===== config.mk =====
export PLATFORM = sky130hd
export DESIGN_NAME = multi_debouncer
export DESIGN_NICKNAME = d
export VERILOG_FILES = /design/src/rtl/multi_debouncer.sv
export SDC_FILE = /design/constraint.sdc
export NUM_CORES = 1
export LEC_CHECK = 0
export BUFFER_PORTS_ARGS = -buffer_cell sky130_fd_sc_hd__buf_2
export CAP_MARGIN = 20
export CORE_ASPECT_RATIO = 2
export CORE_MARGIN = 2
export CORE_UTILIZATION = 40
export CTS_CLUSTER_DIAMETER = 80
export CTS_CLUSTER_SIZE = 40
export DETAILED_ROUTE_END_ITERATION = 12
export PLACE_DENSITY_LB_ADDON = 0.05
export SETUP_SLACK_MARGIN = 0.15
export SLEW_MARGIN = 20
export SYNTH_ARGS = -nofsm -noshare
export SYNTH_HDL_FRONTEND = slang
export SYNTH_SLANG_ARGS = --single-unit

===== constraint.sdc =====
create_clock -name clk -period 1.4 [get_ports clk]
set_input_delay 0.07 -clock clk [delete_from_list [all_inputs] [get_ports clk]]
set_output_delay 0.07 -clock clk [all_outputs]
set_load 0.005 [all_outputs]

===== src/rtl/multi_debouncer.sv =====
// rtl/multi_debouncer.sv - multi-channel debouncer with rise/fall pulses; optional long-press hold via MULTI_DEBOUNCER_HOLD_EN
module multi_debouncer #(
    parameter int   CHANNELS      = 4,
    parameter int   STABLE_CYCLES = 16,
    parameter logic INIT_LEVEL    = 1'b0,
    parameter int   HOLD_CYCLES   = 1024
) (
    input  logic                clk,
    input  logic                rst,
    input  logic [CHANNELS-1:0] in,
    output logic [CHANNELS-1:0] out,
    output logic [CHANNELS-1:0] rise,
    output logic [CHANNELS-1:0] fall,
    output logic [CHANNELS-1:0] hold
);

    localparam int CNT_W = ($clog2(STABLE_CYCLES) > 1) ? $clog2(STABLE_CYCLES) : 1;
    localparam logic [CNT_W-1:0] CNT_MAX = CNT_W'(STABLE_CYCLES - 1);

    // Reject illegal configurations at elaboration time
    if (CHANNELS < 1 || STABLE_CYCLES < 2 || HOLD_CYCLES <= STABLE_CYCLES) begin : g_bad_params
        $error("multi_debouncer: illegal parameter combination");
    end

    logic [CHANNELS-1:0] s1;
    logic [CHANNELS-1:0] s2;
    logic [CNT_W-1:0]    cnt [CHANNELS];

    // Two-flop synchroniser per channel; only s2 is used downstream
    always_ff @(posedge clk or posedge rst) begin
        if (rst) begin
            s1 <= {CHANNELS{INIT_LEVEL}};
            s2 <= {CHANNELS{INIT_LEVEL}};
        end else begin
            s1 <= in;
            s2 <= s1;
        end
    end

    // Qualify each channel: a level must differ from out for STABLE_CYCLES consecutive cycles
    always_ff @(posedge clk or posedge rst) begin
        if (rst) begin
            out  <= {CHANNELS{INIT_LEVEL}};
            rise <= '0;
            fall <= '0;
            for (int i = 0; i < CHANNELS; i++) begin
                cnt[i] <= '0;
            end
        end else begin
            for (int i = 0; i < CHANNELS; i++) begin
                if (s2[i] == out[i]) begin
                    // Any agreeing cycle restarts qualification, which is what rejects bounces
                    cnt[i]  <= '0;
                    rise[i] <= 1'b0;
                    fall[i] <= 1'b0;
                end else if (cnt[i] != CNT_MAX) begin
                    cnt[i]  <= cnt[i] + 1'b1;
                    rise[i] <= 1'b0;
                    fall[i] <= 1'b0;
                end else begin
                    out[i]  <= s2[i];
                    cnt[i]  <= '0;
                    rise[i] <= s2[i];
                    fall[i] <= ~s2[i];
                end
            end
        end
    end

`ifdef MULTI_DEBOUNCER_HOLD_EN
    localparam int HOLD_W = $clog2(HOLD_CYCLES + 1);
    localparam logic [HOLD_W-1:0] HOLD_MAX = HOLD_W'(HOLD_CYCLES);

    logic [HOLD_W-1:0] hcnt [CHANNELS];

    // Count high-time per channel, saturating so the long-press pulse fires once per press
    always_ff @(posedge clk or posedge rst) begin
        if (rst) begin
            hold <= '0;
            for (int i = 0; i < CHANNELS; i++) begin
                hcnt[i] <= '0;
            end
        end else begin
            for (int i = 0; i < CHANNELS; i++) begin
                if (out[i]) begin
                    if (hcnt[i] != HOLD_MAX) begin
                        hcnt[i] <= hcnt[i] + 1'b1;
                    end
                    hold[i] <= (hcnt[i] == HOLD_MAX - 1'b1);
                end else begin
                    hcnt[i] <= '0;
                    hold[i] <= 1'b0;
                end
            end
        end
    end
`else
    // Long-press detection not built; the port stays for a uniform interface
    assign hold = '0;
`endif

endmodule


* Word-level counts from Yosys, hierarchy flattened
Cells that the tools add are included.
Word-level totals: word-level logic and storage cells 64, output and inout port bits 16, register bits 36, input port bits 6
Operators by class: add/sub/neg operators 4, eq/ne operators 8, muxes and demuxes 24, reductions and logical operators 4, bitwise logic cells 12
Operator list (number):
- 4-bit two-way mux | 8
- 4-bit by 1-bit adder with 4-bit output (second input constant) | 4
- 1-bit two-way mux | 16
- 4-bit != test (second input constant) | 4
- 1-bit NOT | 12
- 2-bit AND reduction | 4
- 1-bit == test | 4

* Depth between registers and ports, before layout
depth after elaboration 3, depth in mapped cells 4, depth with buffers taken out 4

* Worst setup path before layout
Ideal clock, no wire load.
kind reg2reg, from register cnt[4] (netlist name), to register out[2], arrival 1.045 ns, period minus slack after synthesis 1.170 ns, cell stages (with the launch flop) 4, data required time 1.275 ns, slack 0.230 ns, path buffers 0, setup time 0.125 ns, cells stage by stage dfrtp_1 ha_1 nand3_2 mux2_2
Between the ends: longest elaborated chain between the ends 3
Ends and longest elaborated chain:
- start: declaration | line 27 | logic [CNT_W-1:0] cnt [CHANNELS];
- start signal: indexed assignment | line 57 | cnt[i] <= cnt[i] + 1'b1;
- 4-bit != test | line 56 | end else if (cnt[i] != CNT_MAX) begin
- 1-bit NOT (no source line)
- 2-bit AND reduction (no source line)
- end signal: assignment | line 43 | out <= {CHANNELS{INIT_LEVEL}};
- end signal: indexed assignment | line 61 | out[i] <= s2[i];
- end: declaration | line 11 | output logic [CHANNELS-1:0] out,
Every way passes these cells. A chain may end at the register's enable or synchronous reset.

* Worst setup path in the final report
from register cnt[12] (netlist name), to register out[0]
Same word-level chain as after synthesis.

==> flow_summary_export.csv <==
group,metric,value,unit
logic_synthesis,postSynthCellCount,102,
logic_synthesis,yosys.area_share.simple,14.2,%
finish,area_growth,18.5,%
setup_path,crit_end,"out[0]",
timing,fin_skew,0.00313,ns
timing,period_share,86.1,%
setup_path,crit_buf_inv,0,
finish,nNetsFinal,141,
drt,drc,0,
clock_network,cts_tree,"built",
global_routing,grt_pass1_vias,794,
timing,max_clock_freq,829,MHz
setup_path,cp.depth,3,
setup_path,rrSetupSlack,0.19,ns
finish,final_area,1660,µm²
global_routing,antenna_found_initial,0,
logic_synthesis,synthTopCellsByArea,"dfrtp_1 (65%), nor3b_1 (5.9%), xnor2_1 (5.0%)",
setup_path,cp_cell_sequence,"ha_1, nand3_2, mux2_4",
logic_synthesis,synth_top_family_by_area,"simple AND/OR/NAND/NOR gates",
place,port_buffers,17,
clock_network,cts-buffers-inserted,5,
logic_synthesis,synth_top_cell_by_area,"dfrtp_1",
timing,hold_violations,0,
place,gp_congestion,0.706,
clock_network,clkSlewWorstSetupHoldPaths,0.07,ns
floorplanning,start_util,41.3,%
finish,multi_input_area,460,µm²
timing,rsz0062_at_grt,"no",
worst_hold_path,min_path_type,"register to register",
setup_path,critPathRequiredTime,1.56,ns
drt,wl_per_cell,12.3,µm
logic_synthesis,synthAdderAreaFrac,3.58,%
logic_synthesis,yosysWarnings,0,
logic_synthesis,synthXorXnorAreaFrac,5.02,%
floorplanning,rows,30,
run_status,status,"complete, no violations",
clock_network,clk_latency,0.28,ns
finish,seqCellArea,901,µm²
setup_path,worstSetupEndpointType,"register",
logic_synthesis,synth_compound_area_share,4.93,%
place,dpl-instance-area,1510,µm²
floorplanning,core_area,3380,µm²
timing,setup_tns,0,ns
global_routing,grt_overflow_total,0,
clock_network,cts_htree_levels,2,
drt,num_vias,810,
floorplanning,die_w,45.8,µm
logic_synthesis,synth_cell_type_count,16,
pwr,powerDensity,1180,nW/µm²
global_routing,globalRouteTotalUtil,11.8,%
global_routing,grt_pass1_wl,3340,µm
floorplanning,die_area,4010,µm²
logic_synthesis,syn_area_per_cell,13.7,µm²
drt,ant_nets,0,
finish,drive_gt1_share,26.5,%
clock_network,root_buffer,"clkbuf_8",
logic_synthesis,synth_mux_area_share,4.03,%
setup_path,crit_path_max_incr_delay,0.41,ns
drt,first_pass_iters,3,
pwr,irDropWorstVdd,1.04,mV
setup_path,critPathKind,"register to register",
floorplanning,die_y,87.6,µm
setup_path,startpoint,"cnt[12]",
drt,routed_via_density,4.94,
finish,nFillCells,313,
setup_path,critPathMaxFanout,4,
timing,period_needed,1.21,ns
clock_network,clk_path_buf_depth,2,
setup_path,cp.arrival,1.37,ns
logic_synthesis,synth_top_cell_area_share,64.5,%
logic_synthesis,yosysSeqAreaShare,64.5,%
setup_path,r2r_end,"out[0]",
pwr,leakagePower,0.000781,µW
setup_path,critPathSlowestCell,"dfrtp_1",
setup_path,worstReg2RegStart,"cnt[12]",
run,maxCapViolations,0,
floorplanning,ios,22,
global_routing,grt_max_degree,37,
setup_path,ff2ff_path_depth,3,
timing,setup_violations,0,
drt,totalWireLength,2020,µm
timing,final_max_slew_viol_count,0,
setup_path,cpLargestDelayFamily,"flip-flops",
setup_path,crit_path_start_kind,"register",
drt,drt_iter0_drc,15,
logic_synthesis,synth_seq_cells,36,
clock_network,clock-sinks,36,
logic_synthesis,synth.cell_area,1400,µm²
finish,diodes,0,
-- state kept, by name (all words and copies together), names as in the netlist --
signal  count
cnt        16
out         4
s1          4
s2          4
rise        4
fall        4
-- timing repair --
item	in CTS	in global routing
setup endpoints to repair	0	1
buffers inserted	0	0
gates resized for setup	0	1
hold buffers	5	0
endpoints found under the hold margin	40	0
-- cell usage after synthesis --
cell,count
dfrtp_1,36
nor3b_1,11
a21oi_1,8
xnor2_1,8
inv_1,5
buf_4,4
ha_1,4
nand3_2,4
nand4b_1,4
nor2_1,4
nor2b_1,4
o21ai_0,4
mux2_4,3
a311oi_1,1
conb_1,1
mux2_2,1
-- placed cells by master, fill, tap and decap left out, types with 5 or more instances in the layout --
| cell type | instances |
|---|---|
| buf_2 | 17 |
| dlygate4sd3_1 | 5 |
| inv_1 | 5 |
| xnor2_1 | 8 |
| clkbuf_8 | 6 |
| a21oi_1 | 8 |
| nor3b_1 | 11 |
| dfrtp_1 | 36 |
-- where the power goes --
group	internal [µW]	switching, µW
clock network	392	337
logic	54.3	55.0
registers	1080	37.0
-- worst reg2reg max path, cell delays in order (launching register included) --
cell	delay, ns
dfrtp_1	0.41
ha_1	0.27
nand3_2	0.12
mux2_4	0.30
-- layer usage --
layer | part of all wire (%) | wire length [µm] | vias to the layer above | track usage [%]
met5 | 0 | 0 | - | 0
met4 | 1.3 | 27 | 0 | 6.23
met3 | 3.6 | 72 | 2 | 4.95
met2 | 56 | 1120 | 12 | 18.8
met1 | 39 | 797 | 396 | 12.8
li1 | - | - | 400 | -
-- worst min path at each step --
stage / start / to / cells past startpoint
floorplan: in[0] / s1[0] / 0
global placement: in[0] / s1[0] / 1
detailed placement: in[3] / s1[3] / 1
CTS: s1[3] / s2[3] / 0
global route: s1[3] / s2[3] / 0
finish: s1[3] / s2[3] / 0
-- cell families after synthesis --
logic type      after synthesis
other cells                   1
fa+ha+maj                     4
simple gates                 27
flops                        36
xor+xnor                      8
buf+inv                       9
compound gates               13
mux                           4
-- metrics by stage --
step | util, % | power, µW | instances | hold slack, ns | setup slack [ns]
after detailed placement | 44.7 | 1240 | 151 | 0.180 | 0.175
final | 49.0 | 1960 | 164 | 0.349 | 0.194
after global routing | 49.0 | 2060 | 164 | 0.356 | 0.159
after global placement | 44.7 | 1240 | 151 | 0.179 | 0.192
after floorplan | - | 1210 | 105 | 0.101 | 0.230
after CTS | 48.9 | 2000 | 164 | 0.351 | 0.165
-- cell type report --
cell class / instances / area share (%)
Clock inverter: 2 / 0.605
Tap cell: 32 / 2.42
Multi-Input combinational cell: 60 / 27.8
Timing Repair Buffer: 23 / 8.62
Inverter: 5 / 1.13
Sequential cell: 36 / 54.4
Clock buffer: 6 / 4.99
Power figures use the tool's default switching activity.
